<file path="src/rtl/adder_pkg.sv">
// -----------------------------------------------------------------------------
// adder_pkg
//   Shared types and helpers for the pipelined ripple-carry adder/subtractor.
//   - op_e       : operation encoding carried on the op_sub port
//   - seg_width  : bits handled by one pipeline slice
//   - params_ok  : legality of a WIDTH/SEGMENTS pair, checked at elaboration
// -----------------------------------------------------------------------------
package adder_pkg;

    typedef enum logic {
        OP_ADD = 1'b0,
        OP_SUB = 1'b1
    } op_e;

    function automatic int seg_width(input int width, input int segments);
        return width / segments;
    endfunction

    function automatic bit params_ok(input int width, input int segments);
        return (width >= 2) && (segments >= 1) && (segments <= width) &&
               ((width % segments) == 0);
    endfunction

endpackage

</file>
<file path="src/rtl/rca_segment.sv">
// -----------------------------------------------------------------------------
// rca_segment
//   Purely combinational W-bit ripple-carry full-adder chain, one pipeline slice.
//   Ports:
//     a, b      in  [W-1:0]  slice operands (b already inverted for SUB)
//     ci        in  1        carry into bit 0 of the slice
//     s         out [W-1:0]  slice sum
//     co        out 1        carry out of the slice's top bit
//     c_msb_in  out 1        carry into the slice's top bit (for signed overflow)
// -----------------------------------------------------------------------------
module rca_segment #(
    parameter int W = 2
) (
    input  logic [W-1:0] a,
    input  logic [W-1:0] b,
    input  logic         ci,
    output logic [W-1:0] s,
    output logic         co,
    output logic         c_msb_in
);

    // c[i] is the carry into bit i; c[W] leaves the slice.
    logic [W:0] c;

    assign c[0] = ci;

    for (genvar i = 0; i < W; i++) begin : g_fa
        assign s[i]   = a[i] ^ b[i] ^ c[i];
        assign c[i+1] = (a[i] & b[i]) | (c[i] & (a[i] ^ b[i]));
    end

    assign co       = c[W];
    assign c_msb_in = c[W-1];

endmodule

</file>
<file path="src/rtl/pipelined_rca_adder.sv">
// -----------------------------------------------------------------------------
// pipelined_rca_adder
//   WIDTH-bit adder/subtractor whose carry chain is cut into SEGMENTS registered
//   slices. One beat per cycle, latency SEGMENTS cycles, results in order.
//   Ports:
//     clk, rst_n           clock, asynchronous active-low reset
//     in_valid / in_ready  operand handshake
//     a, b [WIDTH-1:0]     operands
//     cin                  carry in (ADD only)
//     op_sub               0 = a+b+cin, 1 = a-b (cin ignored)
//     out_valid/out_ready  result handshake
//     sum [WIDTH-1:0]      result modulo 2^WIDTH
//     cout                 carry out of MSB (SUB: 1 = no borrow)
//     ovf                  two's-complement overflow
//
//   Handshake: a beat transfers on any rising edge where valid && ready are both
//   high. The whole pipe advances together (adv = !out_valid || out_ready), so
//   in_ready equals adv and is purely combinational; valid never waits on ready.
//   When adv is low every stage, including the output, holds.
//
//   Stage k owns: its valid bit, the carry out of slice k, the low result slices
//   0..k (deskew) and the still-unused operand slices k+1.. (skew). Those skew
//   and deskew registers shrink/grow by one slice per stage, so stage widths
//   differ and each stage is its own generate block.
// -----------------------------------------------------------------------------
module pipelined_rca_adder
    import adder_pkg::*;
#(
    parameter int WIDTH    = 8,
    parameter int SEGMENTS = 4
) (
    input  logic             clk,
    input  logic             rst_n,
    input  logic             in_valid,
    output logic             in_ready,
    input  logic [WIDTH-1:0] a,
    input  logic [WIDTH-1:0] b,
    input  logic             cin,
    input  logic             op_sub,
    output logic             out_valid,
    input  logic             out_ready,
    output logic [WIDTH-1:0] sum,
    output logic             cout,
    output logic             ovf
);

    localparam int SEG_W = seg_width(WIDTH, SEGMENTS);

    if (!params_ok(WIDTH, SEGMENTS)) begin : g_bad_params
        $error("pipelined_rca_adder: WIDTH must be >= 2 and divisible by SEGMENTS");
    end

    logic             adv;
    op_e              op;
    logic [WIDTH-1:0] b_eff;
    logic             c0;
    logic             ovf_q;

    assign adv      = !out_valid || out_ready;
    assign in_ready = adv;

    // SUB is a + ~b + 1: invert at acceptance so op_sub never needs to travel
    // past stage 0; the inverted operand slices carry the operation with them.
    assign op    = op_e'(op_sub);
    assign b_eff = (op == OP_SUB) ? ~b : b;
    assign c0    = (op == OP_SUB) ? 1'b1 : cin;

    for (genvar k = 0; k < SEGMENTS; k++) begin : g_stage
        localparam int OPW = WIDTH - k * SEG_W;  // operand bits entering stage k
        localparam int SW  = (k + 1) * SEG_W;    // result bits leaving stage k

        logic             src_v;
        logic             src_c;
        logic [OPW-1:0]   op_a;
        logic [OPW-1:0]   op_b;
        logic [SEG_W-1:0] seg_s;
        logic             seg_co;
        logic             seg_cm;
        logic             v_q;
        logic             c_q;
        logic [SW-1:0]    s_q;

        rca_segment #(.W(SEG_W)) u_seg (
            .a        (op_a[SEG_W-1:0]),
            .b        (op_b[SEG_W-1:0]),
            .ci       (src_c),
            .s        (seg_s),
            .co       (seg_co),
            .c_msb_in (seg_cm)
        );

        always_ff @(posedge clk or negedge rst_n) begin
            if (!rst_n) begin
                v_q <= 1'b0;
                c_q <= 1'b0;
            end else if (adv) begin
                v_q <= src_v;
                if (src_v) c_q <= seg_co;
            end
        end

        if (k == 0) begin : g_head
            assign src_v = in_valid;
            assign src_c = c0;
            assign op_a  = a;
            assign op_b  = b_eff;

            always_ff @(posedge clk or negedge rst_n) begin
                if (!rst_n)             s_q <= '0;
                else if (adv && src_v)  s_q <= seg_s;
            end
        end else begin : g_body
            assign src_v = g_stage[k-1].v_q;
            assign src_c = g_stage[k-1].c_q;
            assign op_a  = g_stage[k-1].g_skew.a_q;
            assign op_b  = g_stage[k-1].g_skew.b_q;

            always_ff @(posedge clk or negedge rst_n) begin
                if (!rst_n)             s_q <= '0;
                else if (adv && src_v)  s_q <= {seg_s, g_stage[k-1].s_q};
            end
        end

        // The last stage has no upper slices left to forward.
        if (k < SEGMENTS - 1) begin : g_skew
            logic [OPW-SEG_W-1:0] a_q;
            logic [OPW-SEG_W-1:0] b_q;

            always_ff @(posedge clk or negedge rst_n) begin
                if (!rst_n) begin
                    a_q <= '0;
                    b_q <= '0;
                end else if (adv && src_v) begin
                    a_q <= op_a[OPW-1:SEG_W];
                    b_q <= op_b[OPW-1:SEG_W];
                end
            end
        end
    end

    // Overflow depends on carries around the word's MSB, which only the last
    // slice sees; register it alongside that stage's sum and carry.
    always_ff @(posedge clk or negedge rst_n) begin
        if (!rst_n)
            ovf_q <= 1'b0;
        else if (adv && g_stage[SEGMENTS-1].src_v)
            ovf_q <= g_stage[SEGMENTS-1].seg_cm ^ g_stage[SEGMENTS-1].seg_co;
    end

    assign out_valid = g_stage[SEGMENTS-1].v_q;
    assign sum       = g_stage[SEGMENTS-1].s_q;
    assign cout      = g_stage[SEGMENTS-1].c_q;
    assign ovf       = ovf_q;

endmodule
</file>
<file path="config.mk">
export PLATFORM = sky130hd
export DESIGN_NAME = pipelined_rca_adder
export DESIGN_NICKNAME = d
export VERILOG_FILES = /design/src/rtl/adder_pkg.sv /design/src/rtl/rca_segment.sv /design/src/rtl/pipelined_rca_adder.sv
export SDC_FILE = /design/constraint.sdc
export NUM_CORES = 1
export LEC_CHECK = 0
export ABC_AREA = 0
export CORE_UTILIZATION = 65
export CTS_CLUSTER_DIAMETER = 80
export DETAILED_ROUTE_END_ITERATION = 6
export DONT_BUFFER_PORTS = 1
export PLACE_DENSITY = 0.81
export SYNTH_ARGS = -nofsm -noshare
export SYNTH_HDL_FRONTEND = slang
export SYNTH_SLANG_ARGS = --single-unit
</file>
<file path="constraint.sdc">
create_clock -name clk -period 3.42 [get_ports clk]
set_input_delay 0.684 -clock clk [delete_from_list [all_inputs] [get_ports clk]]
set_output_delay 0.684 -clock clk [all_outputs]
set_load 0.01 [all_outputs]
</file>
==> results of run 1 <==
-- kinds of logic after synthesis --
group / Yosys count / share of synthesized area [%]
AOI/OAI and AO/OA: 16 / 3.45
muxes: 40 / 19.0
adders and majority gates: 8 / 6.90
and+or+nand+nor: 13 / 3.02
DFF: 53 / 57.1
buffers and inverters: 36 / 7.06
xor gates and xnor gates: 9 / 3.40
-- power groups by stage --
stage	clock network [uW]	logic [uW]	registers, uW
finish	265	721	1090
global route	297	824	1130
CTS	272	741	1100
detailed placement	0	724	1110
global placement	0	663	1090
floorplan	0	619	1060
-- layout make-up --
cell class	count	share of cell area [%]
multi-input cells	86	34.6
flip-flops and latches	53	55.3
repair buffers	1	1.15
well taps	46	2.40
inverters	28	4.38
clock buffers	7	1.88
clock inverters	1	0.313
-- repair_timing --
action                                 in CTS  in global routing
hold buffers                                1                  0
resized for setup                           0                  0
endpoints found under the hold margin      53                  0
-- critical path, stage by stage, from the launching register on --
cell and delay (ns):
sky130_fd_sc_hd__dfrtp_1 0.35, sky130_fd_sc_hd__inv_1 0.06, sky130_fd_sc_hd__fa_1 0.47, sky130_fd_sc_hd__fa_1 0.43
sky130_fd_sc_hd__xor2_1 0.16, sky130_fd_sc_hd__mux2_2 0.26
-- registers in the layout, indices dropped and copies added (netlist names) --
name	count
g_stage.g_skew.b_q	12
cout	1
sum	8
g_stage.g_skew.a_q	12
g_stage.s_q	12
g_stage.v_q	3
g_stage.c_q	3
ovf	1
out_valid	1
-- per-layer routing --
metal	part of all wire, %	global-route usage [%]	wire, um
met4	1.0	5.71	35
met3	4.3	6.00	144
met5	0	0	0
met1	43	25.9	1450
met2	52	36.1	1730
-- cell usage after synthesis (all sizes together) --
master / count / area, sq um
a21oi: 8 / 40.0
and2: 1 / 6.26
buf: 6 / 51.3
clkbuf: 2 / 7.51
dfrtp: 53 / 1330
fa: 8 / 160
inv: 28 / 105
mux2: 30 / 342
mux2i: 10 / 100
nand2: 5 / 21.3
nand2b: 1 / 13.8
nand3: 5 / 25.0
nor2: 1 / 3.75
o21ai: 8 / 40.0
xnor2: 5 / 43.8
xor2: 4 / 35.0
-- worst max path at each step --
stage / start / endpoint / slack (ns) / cells past startpoint
after floorplan: op_sub / g_stage[0].s_q[1] / 1.19 / 6
after global placement: op_sub / g_stage[0].s_q[1] / 1.39 / 5
after detailed placement: op_sub / g_stage[0].s_q[1] / 1.31 / 5
after CTS: g_stage[2].c_q / ovf / 1.59 / 5
after global routing: g_stage[2].g_skew.a_q[0] / ovf / 1.52 / 5
final: g_stage[2].c_q / ovf / 1.60 / 5
-- per-stage QoR --
| stage | hold WS [ns] | cells |
|---|---|---|
| final | 0.151 | 222 |
| after global routing | 0.143 | 222 |
| after CTS | 0.151 | 222 |
| after detailed placement | 0.390 | 213 |
| after global placement | 0.389 | 213 |
| after floorplan | 0.388 | 175 |
==> impl_summary.log, run 1 <==
[metrics] R2R depth: 5
[metrics] HP Class: in2async
[metrics] Cell Pwr Density: a little under 900 nW/um^2
[metrics] I/O pin total: 34
[metrics] leading cell type in the layout, fill and taps excluded: sky130_fd_sc_hd__dfrtp_1
[metrics] final core occ: 70.8%
[metrics] max_cap viols: 0
[metrics] Vias: 1217
[metrics] largest net degree at the start of global routing: between 50 and 60
[metrics] Port Buf Inserts: 0
[metrics] Flop pwr share: 52.6%
[metrics] area delta synth->final: 3.40%
[metrics] DR pass1 iterations: 4
[metrics] period utilisation layout: a little over half
[metrics] final critical path time including I/O delays and setup: around 1.8 ns
[metrics] Worst Setup Path Type: reg2reg
[metrics] number of nets with antenna violations after routing: 0
[metrics] portion of total power attributed to the clock network: between 10% and 20%
[metrics] count of endpoints failing hold in the final timing report: 0
[metrics] net switching fraction of the power: between 30 and 40%
[metrics] number of flip-flops and latches in the synthesized netlist: 53
[metrics] startpoint class of the critical path: register
[metrics] weighted congestion at the end of routability-driven global placement: ~0.70
[metrics] Setup violations, final: 0
[metrics] mean routed wirelength per cell: between 15 and 20 um
[metrics] Lkg Pwr: ~0.0011 uW
[metrics] synthesized net count: 205
[metrics] WP data required: 3.69 ns
[metrics] Reg2Reg Capture Point: ovf
[metrics] total design power: approximately 2100 uW
[metrics] internal portion of total power: between 1000 and 1500 uW
[metrics] setup repair after global routing missed its margin: false
[metrics] Post-Syn Instances: 175
[metrics] run status: completed
[metrics] layout cells sized above 1: between 20% and 30%
[metrics] net switching power of the design: approximately 700 uW
[metrics] post-CTS setup-driven buffer insertion count: 0
[metrics] Setup Total Neg Slack: 0 ns
[metrics] Core Rows: 21
[metrics] post-synthesis cell type count: 20
[metrics] via density per instance: ~5.5
[metrics] post-synthesis sequential area ratio: 57.1%
[metrics] number of nets in the final layout: between 200 and 250
[metrics] worst setup timing slack at the placement stage: roughly 1.3 ns
[metrics] H-Tree Level Count: 2
[metrics] DRC Markers: 0
[metrics] Total Wirelength: approximately 3.4 mm
[metrics] total track usage: a little over a fifth
[metrics] Final Cell Area: between 2000 and 2500 sq um
[metrics] first-pass GRT wire length: 5.54 mm
[metrics] antenna violations before repair: 0
[metrics] vias in the first global route: between 1000 and 1500
[metrics] core area: 3390 sq um
[metrics] Clock Skews: 0.00973 ns
[metrics] cell at the root of the clock tree: sky130_fd_sc_hd__clkbuf_4
[metrics] Iteration-0 DRC Markers: 41
[metrics] die span in x: 61.8 um
[metrics] CTS tree: done
[metrics] number of antenna cells inserted: 0
[metrics] Sequential cell area: roughly 1300 sq um
[metrics] transition time at the pin with the least slew margin: roughly 0.58 ns
[metrics] smallest setup slack after layout: about 1.6 ns
[metrics] Starting Density: 68.5%
[metrics] Avg Synthesized Cell Area: 13.3 sq um
[metrics] die boundary height: 61.8 um
[metrics] gr ovfl total: 0
[metrics] area used by multi-input combinational logic: ~830 sq um
[metrics] RR Startpoint: g_stage[2].c_q
[metrics] Placement Cell Area: between 2000 and 2500 sq um
[metrics] worst vdd rail ir drop: 0.429 mV
[metrics] element type at the critical path end: register
[metrics] fill cell count: 230
[metrics] remaining max-slew budget at the tightest pin: 61.5%
[metrics] warnings from Yosys: 0
[metrics] number of CTS-inserted buffers: 5
[metrics] post-CTS clock slew at the launch and capture registers of the worst setup and hold paths: around 0.14 ns
[metrics] worst-case register-to-register setup slack: 1.60 ns
[metrics] Post-DP HPWL: between 2 and 2.5 mm
[metrics] Max Root-Sink Buffers: 2
[metrics] worst skew pair latency: ~0.36 ns
[metrics] clk sink count: 53
[metrics] final slew viol count: 0
[metrics] leading cell types in the layout, fill and taps excluded: sky130_fd_sc_hd__dfrtp_1 (53), sky130_fd_sc_hd__mux2_2 (29), sky130_fd_sc_hd__inv_1 (28), sky130_fd_sc_hd__mux2i_1 (10)
[metrics] DIE AREA: between 3000 and 4000 sq um
[metrics] Cell Area, Synth: around 2300 sq um
[metrics] Max Fclk: 0.548 GHz
[metrics] portion of total power attributed to combinational logic: a little over a third
[metrics] largest fanout of any net on the critical path: 2
[metrics] arrival time reported for the critical path endpoint: ~2.1 ns
Note: power is estimated with default switching activity, not from simulation.
==> run 2: changes to the inputs <==
- CORE_UTILIZATION: 65 -> 62
- PLACE_DENSITY: 0.81 -> 0.78
- clock period: 3.42 -> 1.8 ns (I/O delays scaled with it)
==> run 2 against run 1 <==
  * Fmax grew 7.2%
  * Register-to-register slack lost 1.5 ns
  * Sequential share of layout area shrank 2.2 points
  * Total power grew 100%
  * Critical path type unchanged
  * Largest power group unchanged
==> impl_summary.log, run 2 (synthesized netlist as in run 1, its figures left out) <==
[metrics] run status: completed
[metrics] largest net degree at the start of global routing: 54 (unchanged)
[metrics] Setup violations, final: 0 (unchanged)
[metrics] I/O pin total: 34 (unchanged)
[metrics] startpoint class of the critical path: register
[metrics] layout cells sized above 1: 27.1% (+4.9 points)
[metrics] Post-DP HPWL: 2.38 mm (-3.8%)
[metrics] area delta synth->final: 7.71%
[metrics] number of nets in the final layout: 211 (+2.9%)
[metrics] mean routed wirelength per cell: 14.0 um (-7.2%)
[metrics] via density per instance: 5.31 (-3.2%)
[metrics] DR pass1 iterations: 4 (unchanged)
[metrics] post-CTS clock slew at the launch and capture registers of the worst setup and hold paths: 0.09 ns (-0.05 ns)
[metrics] Total Wirelength: 3.18 mm (-5.1%)
[metrics] Starting Density: 66.9% (-1.6 points)
[metrics] Regs by FF count: g_stage.g_skew.a_q: 12 flops, g_stage.g_skew.b_q: 12 flops, g_stage.s_q: 12 flops
[metrics] total track usage: 19.0% (-1.9 points)
[metrics] die boundary height: 63.2 um (+2.3%)
[metrics] CTS tree: done
[metrics] core area: 3470 sq um (+2.3%)
[metrics] remaining max-slew budget at the tightest pin: 69.4% (+7.8 points)
[metrics] Max Root-Sink Buffers: 2 (unchanged)
[metrics] period utilisation layout: 94.5% (+41 points)
[metrics] HP Class: in2reg
[metrics] Iteration-0 DRC Markers: 63 (+54%)
[metrics] arrival time reported for the critical path endpoint: 1.89 ns (-0.20 ns)
[metrics] Lkg Pwr: 0.00119 uW (+4.2%)
[metrics] count of endpoints failing hold in the final timing report: 0 (unchanged)
[metrics] Cell Pwr Density: 1660 nW/um^2 (+92%)
[metrics] transition time at the pin with the least slew margin: 0.458 ns (-0.117 ns)
[metrics] Core Rows: 21 (unchanged)
[metrics] Placement Cell Area: 2370 sq um (+2.0%)
[metrics] leading cell type in the layout, fill and taps excluded: sky130_fd_sc_hd__dfrtp_1
[metrics] die span in x: 63.2 um (+2.3%)
[metrics] Port Buf Inserts: 0 (unchanged)
[metrics] final std cells w/o fill: 227 (+2.3%)
[metrics] Vias: 1205 (-0.99%)
[metrics] number of antenna cells inserted: 0 (unchanged)
[metrics] leading cell types in the layout, fill and taps excluded: sky130_fd_sc_hd__dfrtp_1 (53), sky130_fd_sc_hd__mux2_2 (29), sky130_fd_sc_hd__inv_1 (28), sky130_fd_sc_hd__mux2i_1 (10)
[metrics] post-CTS setup-driven buffer insertion count: 0 (unchanged)
[metrics] final critical path time including I/O delays and setup: 1.70 ns (-0.122 ns)
[metrics] clk sink count: 53 (unchanged)
[metrics] setup repair after global routing missed its margin: false
[metrics] final slew viol count: 0 (unchanged)
[metrics] DIE AREA: 3990 sq um (+4.7%)
[metrics] first-pass GRT wire length: 5.76 mm (+4.0%)
[metrics] antenna violations before repair: 0 (unchanged)
[metrics] worst vdd rail ir drop: 0.907 mV (+110%)
[metrics] cell at the root of the clock tree: sky130_fd_sc_hd__clkbuf_8
[metrics] weighted congestion at the end of routability-driven global placement: 0.703 (+0.34%)
[metrics] element type at the critical path end: register
[metrics] vias in the first global route: 1333 (+7.7%)
[metrics] max_cap viols: 0 (unchanged)
[metrics] H-Tree Level Count: 2 (unchanged)
[metrics] DRC Markers: 0 (unchanged)
[metrics] placed instance count: 218 (+2.3%)
[metrics] Setup Total Neg Slack: 0 ns (unchanged)
[metrics] number of CTS-inserted buffers: 5 (unchanged)
[metrics] Final Cell Area: 2500 sq um (+4.2%)
[metrics] Worst Setup Path Type: reg2reg
[metrics] worst skew pair latency: 0.30 ns (-0.06 ns)
[metrics] WP data required: 1.99 ns (-1.70 ns)
[metrics] gr ovfl total: 0 (unchanged)
[metrics] largest fanout of any net on the critical path: 2 (unchanged)
[metrics] total design power: 4150 uW (+100%)
[metrics] Max Fclk: 0.588 GHz (+7.2%)
[metrics] number of nets with antenna violations after routing: 0 (unchanged)
[metrics] Clock Skews: 0.00428 ns (-0.00546 ns)
## run 2: changes by cell type in the layout (fill, tap and decap cells not counted), sizes merged
| cell | delta |
|---|---|
| buf | +5 |
| clkbuf | -1 |
| dlygate4sd3 | +1 |
## run 2: what timing repair did
action                                  4_1_cts  5_1_grt
endpoints found under the setup margin        1        1
hold endpoints to repair                     53        0
gates resized for setup                       1        1
hold buffers                                  2        0
## run 2: metal layers
metal	share of wire (%)	GRT usage [%]	wire (um)
met3	4.7	6.16	150
met2	50	33.2	1580
met1	45	22.8	1420
met4	0.97	4.26	31
met5	0	0	0
## run 2: path summary, 6_finish.rpt
check,from,endpoint,slack (ns),cells past startpoint
worst max-delay path,g_stage[2].c_q,ovf,0.1,5
worst min-delay path,a[6],g_stage[0].g_skew.a_q[4],0.20,1
worst max register to register,g_stage[2].c_q,ovf,0.1,5
worst min register to register,g_stage[2].v_q,out_valid,0.51,2
max in group asynchronous,rst_n,g_stage[2].g_skew.a_q[0],1.02,2
min in group asynchronous,rst_n,sum[1],0.57,2
## run 2: worst max-delay path, cell delays in order (launching register included)
cell                      delay, ns
sky130_fd_sc_hd__dfrtp_1       0.34
sky130_fd_sc_hd__inv_1         0.07
sky130_fd_sc_hd__fa_2          0.42
sky130_fd_sc_hd__fa_2          0.36
sky130_fd_sc_hd__xor2_1        0.14
sky130_fd_sc_hd__mux2_2        0.26
## run 2: cell type report
type	instances	area, sq um
multi-input cells	86	846
clock inverters	1	7.51
clock buffers	6	82.6
well taps	46	57.6
repair buffers	7	75.1
flip-flops and latches	53	1330
inverters	28	105
fillers	252	968
## run 2: where the power goes
part	internal [uW]	leakage [uW]	switching, uW
Sequential	1740	0.000616	341
Combinational	774	0.000527	645
Clock	304	0.0000433	348
Total	2820	0.00119	1330
## run 2: per-stage QoR
| stage | hold slack (ns) | utilization, % | setup slack (ns) |
|---|---|---|---|
| 4_1_cts | 0.197 | 72.0 | 0.0204 |
| 2_1_floorplan | 0.0644 | - | 0.00398 |
| 3_5_place_dp | 0.0654 | 68.3 | -0.0275 |
| 6_report | 0.202 | 72.1 | 0.0983 |
| 5_1_grt | 0.190 | 72.1 | 0.0460 |
| 3_3_place_gp | 0.0655 | 68.3 | 0.0538 |
==> run 3: changes to the inputs <==
- SLEW_MARGIN: not set -> 40
==> results of run 3 <==
The final DEF is identical to that of run 2; final timing and power are the same.
